===== config.mk =====
export PLATFORM = sky130hd
export DESIGN_NAME = midi_voice_allocator
export DESIGN_NICKNAME = d
export VERILOG_FILES = /design/src/rtl/midi_voice_allocator.sv
export SDC_FILE = /design/constraint.sdc
export NUM_CORES = 1
export LEC_CHECK = 0
export ABC_CLOCK_PERIOD_IN_PS = 4700
export CORE_MARGIN = 4
export CORE_UTILIZATION = 25
export DETAILED_ROUTE_END_ITERATION = 10
export SYNTH_ARGS = -nofsm -noshare
export SYNTH_HDL_FRONTEND = slang
export SYNTH_SLANG_ARGS = --single-unit

===== constraint.sdc =====
create_clock -name sys_clk -period 4.7 [get_ports sys_clk]
set_clock_uncertainty 0.1 [all_clocks]
set_input_delay 0.94 -clock sys_clk [delete_from_list [all_inputs] [get_ports sys_clk]]
set_output_delay 0.94 -clock sys_clk [all_outputs]
set_load 0.02 [all_outputs]

===== src/rtl/midi_voice_allocator.sv =====
// -----------------------------------------------------------------------------
// midi_voice_allocator
//
// Purpose:
//   Polyphonic voice allocator fed by a MIDI byte adapter. Status bytes are
//   kept in a running-status register. Each data pair is classified as
//   NOTE_ON, NOTE_OFF, ALL_OFF (CC 123) or ignored. The event then walks a
//   fixed IDLE -> SCAN -> ACTION -> IDLE sequence. SCAN visits one voice per
//   cycle, so an event always takes NUM_VOICES + 2 busy cycles.
//
// Build option:
//   VOICE_STEAL_EN - when defined, a NOTE_ON that finds every voice gated
//                    steals the oldest voice. When undefined (default), such
//                    a NOTE_ON is dropped.
//
// Parameters:
//   NUM_VOICES  voices managed (2..8)
//   BYTE_W      MIDI byte width
//   MIDI_CHAN   accepted channel (0..15)
//   OMNI        1 = accept every channel
//
// Ports:
//   sys_clk     clock, all logic on the rising edge
//   rst         asynchronous, active-high reset
//   MIDI_CMD    last status byte from the adapter
//   MIDI_DAT_0  first data byte (note number / controller)
//   MIDI_DAT_1  second data byte (velocity / value)
//   CMD_READY   MIDI_CMD valid
//   DATA_READY  one-cycle pulse, data pair valid
//   voice_gate  per-voice gate, bit i = voice i
//   voice_note  per-voice note, voice i at [7i+6:7i]
//   voice_vel   per-voice velocity, same packing
//   upd_strobe  one-cycle pulse, upd_voice changed
//   upd_voice   index of the updated voice
//   busy        high while an event is in flight
//   ovf         one-cycle pulse, a DATA_READY was dropped while busy
// -----------------------------------------------------------------------------
module midi_voice_allocator #(
    parameter int NUM_VOICES = 4,
    parameter int BYTE_W     = 8,
    parameter int MIDI_CHAN  = 0,
    parameter int OMNI       = 0
) (
    input  logic                    sys_clk,
    input  logic                    rst,
    input  logic [BYTE_W-1:0]       MIDI_CMD,
    input  logic [BYTE_W-1:0]       MIDI_DAT_0,
    input  logic [BYTE_W-1:0]       MIDI_DAT_1,
    input  logic                    CMD_READY,
    input  logic                    DATA_READY,
    output logic [NUM_VOICES-1:0]   voice_gate,
    output logic [7*NUM_VOICES-1:0] voice_note,
    output logic [7*NUM_VOICES-1:0] voice_vel,
    output logic                    upd_strobe,
    output logic [2:0]              upd_voice,
    output logic                    busy,
    output logic                    ovf
);

    localparam int IDX_W = $clog2(NUM_VOICES);
    localparam logic [IDX_W-1:0] LAST_IDX = IDX_W'(NUM_VOICES - 1);

    typedef enum logic [1:0] {
        S_IDLE,
        S_SCAN,
        S_ACTION
    } state_t;

    typedef enum logic [1:0] {
        EV_NONE,
        EV_ON,
        EV_OFF,
        EV_ALL_OFF
    } event_t;

    // FSM
    state_t r_state;
    state_t w_next_state;

    // Running status and the event captured for the current pass
    logic [BYTE_W-1:0] r_status;
    event_t            r_ev;
    logic [6:0]        r_cap_note;
    logic [6:0]        r_cap_vel;

    // Scan bookkeeping
    logic [IDX_W-1:0]  r_idx;
    logic              r_match_found;
    logic [IDX_W-1:0]  r_match_idx;
    logic              r_free_found;
    logic [IDX_W-1:0]  r_free_idx;
    logic              r_old_found;
    logic [IDX_W-1:0]  r_old_idx;
    logic [3:0]        r_old_age;

    // Voice state
    logic [NUM_VOICES-1:0] r_gate;
    logic [6:0]            r_note [NUM_VOICES];
    logic [6:0]            r_vel  [NUM_VOICES];
    logic [3:0]            r_age  [NUM_VOICES];

    // Output registers
    logic              r_strobe;
    logic [2:0]        r_upd_voice;
    logic              r_ovf;
    // Extends busy through the strobe cycle that follows ACTION
    logic              r_done;

    // Combinational helpers
    logic              w_busy;
    logic              w_accept;
    logic              w_chan_ok;
    event_t            w_event;
    logic              w_on_hit;
    logic [IDX_W-1:0]  w_on_idx;
    logic              w_unused;

    assign w_busy    = (r_state != S_IDLE) || r_done;
    assign w_accept  = DATA_READY && !w_busy;
    assign w_chan_ok = (OMNI != 0) || (r_status[3:0] == 4'(MIDI_CHAN));

    // MIDI data bytes are 7-bit; the top bit of each is never used.
`ifdef VOICE_STEAL_EN
    assign w_unused = ^{MIDI_DAT_0[BYTE_W-1:7], MIDI_DAT_1[BYTE_W-1:7]};
`else
    assign w_unused = ^{MIDI_DAT_0[BYTE_W-1:7], MIDI_DAT_1[BYTE_W-1:7], r_old_idx};
`endif

    // Event classification on the running status and the incoming pair.
    // A status of 0x00 (nothing seen since reset) has bit 7 clear, so it
    // falls through to EV_NONE.
    // NOTE: every signal driven in always_comb gets a default first, so no
    // path can leave it unassigned and infer a latch.
    always_comb begin
        w_event = EV_NONE;
        if (r_status[7] && w_chan_ok) begin
            case (r_status[7:4])
                4'h9:    w_event = (MIDI_DAT_1[6:0] != 7'd0) ? EV_ON : EV_OFF;
                4'h8:    w_event = EV_OFF;
                4'hB:    w_event = (MIDI_DAT_0[6:0] == 7'd123) ? EV_ALL_OFF : EV_NONE;
                default: w_event = EV_NONE;
            endcase
        end
    end

    // NOTE_ON target selection: retrigger first, then the lowest free voice,
    // then (only when stealing is built in) the oldest voice.
    always_comb begin
        w_on_hit = 1'b0;
        w_on_idx = '0;
        if (r_match_found) begin
            w_on_hit = 1'b1;
            w_on_idx = r_match_idx;
        end else if (r_free_found) begin
            w_on_hit = 1'b1;
            w_on_idx = r_free_idx;
        end
`ifdef VOICE_STEAL_EN
        else if (r_old_found) begin
            w_on_hit = 1'b1;
            w_on_idx = r_old_idx;
        end
`endif
    end

    // Next-state logic
    always_comb begin
        w_next_state = r_state;
        case (r_state)
            S_IDLE:   if (w_accept) w_next_state = S_SCAN;
            S_SCAN:   if (r_idx == LAST_IDX) w_next_state = S_ACTION;
            S_ACTION: w_next_state = S_IDLE;
            default:  w_next_state = S_IDLE;
        endcase
    end

    // NOTE: sequential state is updated with non-blocking assignments only,
    // so every register samples the pre-edge value of every other.
    always_ff @(posedge sys_clk or posedge rst) begin
        if (rst) begin
            r_state <= S_IDLE;
        end else begin
            r_state <= w_next_state;
        end
    end

    // Datapath: capture, scan, voice update, output pulses.
    // NOTE: the voice arrays sit in the reset branch because reset must
    // visibly clear every gate, note and velocity. They are a handful of
    // flops, not a RAM.
    always_ff @(posedge sys_clk or posedge rst) begin
        if (rst) begin
            r_status      <= '0;
            r_ev          <= EV_NONE;
            r_cap_note    <= '0;
            r_cap_vel     <= '0;
            r_idx         <= '0;
            r_match_found <= 1'b0;
            r_match_idx   <= '0;
            r_free_found  <= 1'b0;
            r_free_idx    <= '0;
            r_old_found   <= 1'b0;
            r_old_idx     <= '0;
            r_old_age     <= '0;
            r_gate        <= '0;
            for (int i = 0; i < NUM_VOICES; i++) begin
                r_note[i] <= '0;
                r_vel[i]  <= '0;
                r_age[i]  <= '0;
            end
            r_strobe      <= 1'b0;
            r_upd_voice   <= '0;
            r_ovf         <= 1'b0;
            r_done        <= 1'b0;
        end else begin
            r_strobe <= 1'b0;
            r_ovf    <= DATA_READY && w_busy;
            r_done   <= (r_state == S_ACTION);

            // The running status may change at any time. The in-flight
            // event has its own captured copy in r_ev.
            if (CMD_READY && MIDI_CMD[7]) begin
                r_status <= MIDI_CMD;
            end

            case (r_state)
                S_IDLE: begin
                    if (w_accept) begin
                        r_ev          <= w_event;
                        r_cap_note    <= MIDI_DAT_0[6:0];
                        r_cap_vel     <= MIDI_DAT_1[6:0];
                        r_idx         <= '0;
                        r_match_found <= 1'b0;
                        r_free_found  <= 1'b0;
                        r_old_found   <= 1'b0;
                        r_old_age     <= '0;
                    end
                end

                S_SCAN: begin
                    if (r_gate[r_idx] && !r_match_found &&
                        (r_note[r_idx] == r_cap_note)) begin
                        r_match_found <= 1'b1;
                        r_match_idx   <= r_idx;
                    end
                    if (!r_gate[r_idx] && !r_free_found) begin
                        r_free_found <= 1'b1;
                        r_free_idx   <= r_idx;
                    end
                    // Strict '>' keeps the lowest index on an age tie.
                    if (r_gate[r_idx] && (!r_old_found || (r_age[r_idx] > r_old_age))) begin
                        r_old_found <= 1'b1;
                        r_old_idx   <= r_idx;
                        r_old_age   <= r_age[r_idx];
                    end
                    r_idx <= r_idx + 1'b1;
                end

                S_ACTION: begin
                    case (r_ev)
                        EV_ON: begin
                            if (w_on_hit) begin
                                for (int i = 0; i < NUM_VOICES; i++) begin
                                    if (IDX_W'(i) == w_on_idx) begin
                                        r_gate[i] <= 1'b1;
                                        r_note[i] <= r_cap_note;
                                        r_vel[i]  <= r_cap_vel;
                                        r_age[i]  <= '0;
                                    end else if (r_gate[i] && (r_age[i] != 4'hF)) begin
                                        r_age[i] <= r_age[i] + 4'd1;
                                    end
                                end
                                r_strobe    <= 1'b1;
                                r_upd_voice <= 3'(w_on_idx);
                            end
                        end

                        EV_OFF: begin
                            // Note and velocity are kept so a release stage
                            // downstream still knows what was playing.
                            if (r_match_found) begin
                                r_gate[r_match_idx] <= 1'b0;
                                r_strobe            <= 1'b1;
                                r_upd_voice         <= 3'(r_match_idx);
                            end
                        end

                        EV_ALL_OFF: begin
                            r_gate <= '0;
                            for (int i = 0; i < NUM_VOICES; i++) begin
                                r_age[i] <= '0;
                            end
                            r_strobe    <= 1'b1;
                            r_upd_voice <= 3'd0;
                        end

                        default: ;
                    endcase
                end

                default: ;
            endcase
        end
    end

    // Output packing
    assign voice_gate = r_gate;
    for (genvar g = 0; g < NUM_VOICES; g++) begin : g_pack
        assign voice_note[7*g +: 7] = r_note[g];
        assign voice_vel[7*g +: 7]  = r_vel[g];
    end

    assign upd_strobe = r_strobe;
    assign upd_voice  = r_upd_voice;
    assign busy       = w_busy;
    assign ovf        = r_ovf;

endmodule


# Word-level counts from Yosys, hierarchy flattened

Index checks and enable logic that the tools add are counted.

Register bits after elaboration: 100
Latch bits: 0
RAM bits: 0
ROM bits: 0
Input port bits: 28
Output and inout port bits: 66
Memories kept: 0

Add/sub/neg operators: 1
Multiply operators: 0
Div/mod/pow operators: 0
$lt $le $gt $ge: 4
Equality and inequality tests: 24
Shifts and indexed selects: 0
Multiplexer cells: 39
Bitwise operators: 3
Reduce and logical (&&, ||, !) cells: 36

Operators by type and width:

| kind                 | number |
|---|---|
| $ne A2 B2 Y1 const B | 10 |
| $reduce_and A4 Y1    | 5 |
| $reduce_and A5 Y1    | 4 |
| $mux W2              | 8 |
| $bmux W7 S2          | 1 |
| $mux W1              | 14 |
| $mux W7              | 2 |
| $eq A4 B4 Y1 const B | 3 |
| $pmux W4 S3          | 1 |
| $reduce_and A2 Y1    | 5 |
| $pmux W3 S3          | 1 |
| $eq A2 B2 Y1 const B | 4 |
| $logic_and A1 B1 Y1  | 8 |
| $mux W4              | 2 |
| $pmux W2 S2          | 2 |
| $eq A7 B7 Y1         | 1 |
| $eq A7 B7 Y1 const B | 1 |
| $reduce_bool A7 Y1   | 1 |
| $lt A2 B3 Y1 const B | 2 |
| $mux W3              | 2 |
| $pmux W2 S3          | 1 |
| $reduce_and A3 Y1    | 2 |
| $and A4 B4 Y4        | 1 |
| $eq A2 B1 Y1 const B | 2 |
| 17 further kinds     | 24 |

# Depth between registers and ports, before layout

Depth in word-level cells: 8
Gate-level depth with buffers: 8
Depth with buffers taken out: 6

# Least setup slack after synthesis

Ideal clock, no wire load.

Kind: in2reg
Start: input port MIDI_DAT_1[3]
End: register r_ev[0]
Setup time: 0.127 ns
Arrival: 1.938 ns
Path slack: 2.535 ns
Stages on the path: 4
Buffers on the path: 0
Cell sequence: or4_1 -> o41ai_1 -> o31a_1 -> o21ai_0

Longest elaborated chain between the ends: 4

RTL lines:

| what                 | RTL line | source |
|---|---|---|
| from (decl)          | 48       | `input logic [BYTE_W-1:0] MIDI_DAT_1,` |
| $reduce_bool A7 Y1   | 138      | `4'h9: w_event = (MIDI_DAT_1[6:0] != 7'd0) ? EV_ON : EV_OFF;` |
| $mux W2              | 138      |  |
| $pmux W2 S3          | 137      | `case (r_status[7:4])` |
| $mux W2              | 136      | `if (r_status[7] && w_chan_ok) begin` |
| to (signal assigned) | 229      | `r_ev <= w_event;` |
| to (decl)            | 82       | `event_t r_ev;` |

Every way passes these cells.
A chain may end at the register's enable or synchronous reset.

# Worst setup path after layout

Start: register r_idx[0]
End: register r_match_idx[1]

Longest elaborated chain between the ends: 7

RTL lines:

| what                                        | RTL line | source |
|---|---|---|
| from (decl)                                 | 87       | `logic [IDX_W-1:0] r_idx;` |
| from (signal assigned)                      | 256      | `r_idx <= r_idx + 1'b1;` |
| $not A2 Y3                                  | --       |  |
| $bmux W7 S2                                 | 242      | `(r_note[r_idx] == r_cap_note)) begin` |
| $mux W7 (not written as such) (2 in series) | 242      |  |
| $eq A7 B7 Y1                                | 242      |  |
| $logic_and A1 B1 Y1 (*)                     | 241      | `if (r_gate[r_idx] && !r_match_found &&` |
| $reduce_and A2 Y1 (no source line) (*)      | --       |  |
| to (signal assigned)                        | 244      | `r_match_idx <= r_idx;` |
| to (decl)                                   | 89       | `logic [IDX_W-1:0] r_match_idx;` |

Mark *: on every way between the ends. The rest lies on a longest branch, timed or not. The select of a mux whose other input is x is not followed.

==> reports/results.ini <==
[outcome]
status = finished clean

[clock_tree]
cts.clk_slew.worst_paths_ns = 0.07
cts_tree = yes
cts_buffers = 9
clock_path_buffers = 2
cts.sinks = 99
post_cts_resized = 0
clock_latency_ns = 0.35
ctsHoldBuffers = 0
htreeDepth = 3
post_cts_buffers = 0
cts_root_buffer = clkbuf_16

[setup_path]
cp_data_arrival_time_ns = 2.88
timing.critical_path.buf_inv = 0
cp_top_family = flip-flops
startpoint_type = flip-flop
worst_path_most_repeated_cell = mux2i_1
critPathRequiredTime_ns = 4.83
cp_cell_sequence = mux2i_1 > xnor2_1 > nor4_2 > mux2i_1 > nor3_2 > mux2_1
cpPeakStageDelay_ns = 1.00
crit_fanout = 19
crit_slowest_cell = dfrtp_1
r2r_slack_ns = 1.95
worstSetupEndpointType = flip-flop
critical_path_class = reg2reg

[die]
ios = 94
core_area_mm2 = 0.0167
design.die.area_mm2 = 0.0193
initial_core_util = 0.256
rows = 47
fp.dieW_um = 139
die_h_um = 139

[placement]
place_area_mm2 = 0.00536
place_congestion = 0.791
io_buffers = 90
pre_cts_ws_ns = 1.87
hpwlAfterDp_mm = 7.42

[logic_synthesis]
netlist_top_cells_count = 99 x dfrtp_1, 58 x mux2_2, 22 x mux2_1
synth_nets = 344
synth-seq-cells = 99
synth.area.top_cells = dfrtp_1 58%, mux2_2 15%, mux2_1 5.8%, mux2i_1 3.0%, xnor2_1 2.3%
ys.flop_type = dfrtp_1
yosys_warnings = 0
synth_cell_type_count = 45
post-synth-top-count-cell = dfrtp_1
synth-seq-area-share = 0.579
postSynthCellCount = 315
synth_top_area_cell = dfrtp_1
synth_top_area_frac = 0.579
synthArstFlopShare = 1.00
synth.avg_cell_area_um2 = 13.6
synthesis.area_mm2 = 0.00428
synth_edf_count = 0

[layout]
stdcell_area_mm2 = 0.00565
layout-drive-gt1-share = 0.210
syn_to_final_growth_pct = 31.9
antenna_cells = 0
nets = 428

[sta]
min_period_ns = 2.75
worst_slew_pin_slew_ns = 1.07
clock.fmax_mhz = 363
drv_slew = 0
relSlewSlack = 0.286
finalSetupTns_ns = 0
rsz0062_at_grt = no
fin_crit_sh = 0.585
hold_viol = 0
finalSetupViolations = 0
setup_ws_ns = 1.95

[worst_hold_path]
hp-class = reg2reg

[grt]
grt_antenna_before_repair = 0
grt_pass1_wl_mm = 16.9
grt_max_degree = 71
grt_usage = 0.112
grt_pass1_vias = 2975
gr-total-overflow = 0

[power]
power_mw = 2.27
p_leak_nw = 2.49
power.density_mw_per_mm2 = 402
vdd_drop_max_mv = 0.183

[routing]
viasPerCell = 4.45
firstDrtPassIters = 4
routedWlPerCell_um = 16.8
vias = 2779
routed_wl_mm = 10.5
detail_route.iter0.violations = 94
drc = 0
antenna_left = 0

[run]
maxCapViolCount = 0

worst paths after layout:
check / cells past startpoint / from / to
min in group asynchronous: 2 / rst / voice_vel[26]
max in group asynchronous: 3 / rst / voice_vel[18]
worst max-delay path: 6 / r_idx[0] / r_match_idx[1]
worst max register to register: 6 / r_idx[0] / r_match_idx[1]
worst min-delay path: 1 / r_status[7] / r_status[7]
worst min register to register: 1 / r_status[7] / r_status[7]
cells by family after synthesis:
| logic type | count (synthesis) | synth area share |
|---|---|---|
| mux | 95 | 0.251 |
| fa+ha+maj | 1 | 0.00292 |
| xor+xnor | 13 | 0.0266 |
| other cells | 1 | 0.000876 |
| flops | 99 | 0.579 |
| simple gates | 40 | 0.0515 |
| buf+inv | 30 | 0.0363 |
| compound gates | 36 | 0.0515 |
stage by stage:
stage,hold WS [ns],std cells,utilization
after floorplan,0.336,315,-
after global placement,0.351,608,0.321
after detailed placement,0.362,608,0.321
after CTS,0.382,624,0.338
after global routing,0.393,624,0.338
final,0.383,624,0.338
layout make-up:
class                      instances  area, um2
clock inverter                     6       47.5
timing repair buffer              92        916
clock buffer                      10        239
fill                            1650      11100
inverter                          11       43.8
sequential                        99       2480
tap                              220        275
multi-input combinational        186       1650
layout by cell type, fill, tap and decap left out, types with 4 or more instances in the layout:
cell             count
nor2_1               5
clkdlybuf4s50_1     90
inv_1                9
clkbuf_16            9
a21oi_1              8
xnor2_1             11
mux2_2              58
mux2_1              22
mux2i_1             13
o21a_1               4
o21ai_0             12
dfrtp_1             99
nand2_1             11
where the power goes:
part / switching [mW] / internal, mW / leakage, nW
combinational: 0.184 / 0.236 / 1.03
clock: 0.334 / 0.378 / 0.139
sequential: 0.179 / 0.958 / 1.32
per-layer routing:
layer	up-vias	wire length, um	track usage
li1	1280	-	-
met1	1399	4530	0.140
met2	90	4990	0.177
met3	10	878	0.0514
met4	0	101	0.0294
met5	-	0	0
registers in the layout, summed over array words and instances (netlist names):
| name | cells |
|---|---|
| r_ev | 2 |
| r_done | 1 |
| voice_gate | 4 |
| r_cap_note | 7 |
| upd_voice | 2 |
| r_match_idx | 2 |
| r_state | 2 |
| voice_note | 28 |
| r_cap_vel | 7 |
| upd_strobe | 1 |
| r_status | 8 |
| r_free_found | 1 |
| r_idx | 2 |
| voice_vel | 28 |
| r_match_found | 1 |
| r_free_idx | 2 |
| ovf | 1 |
No activity file was read; power rests on OpenSTA's default activity.
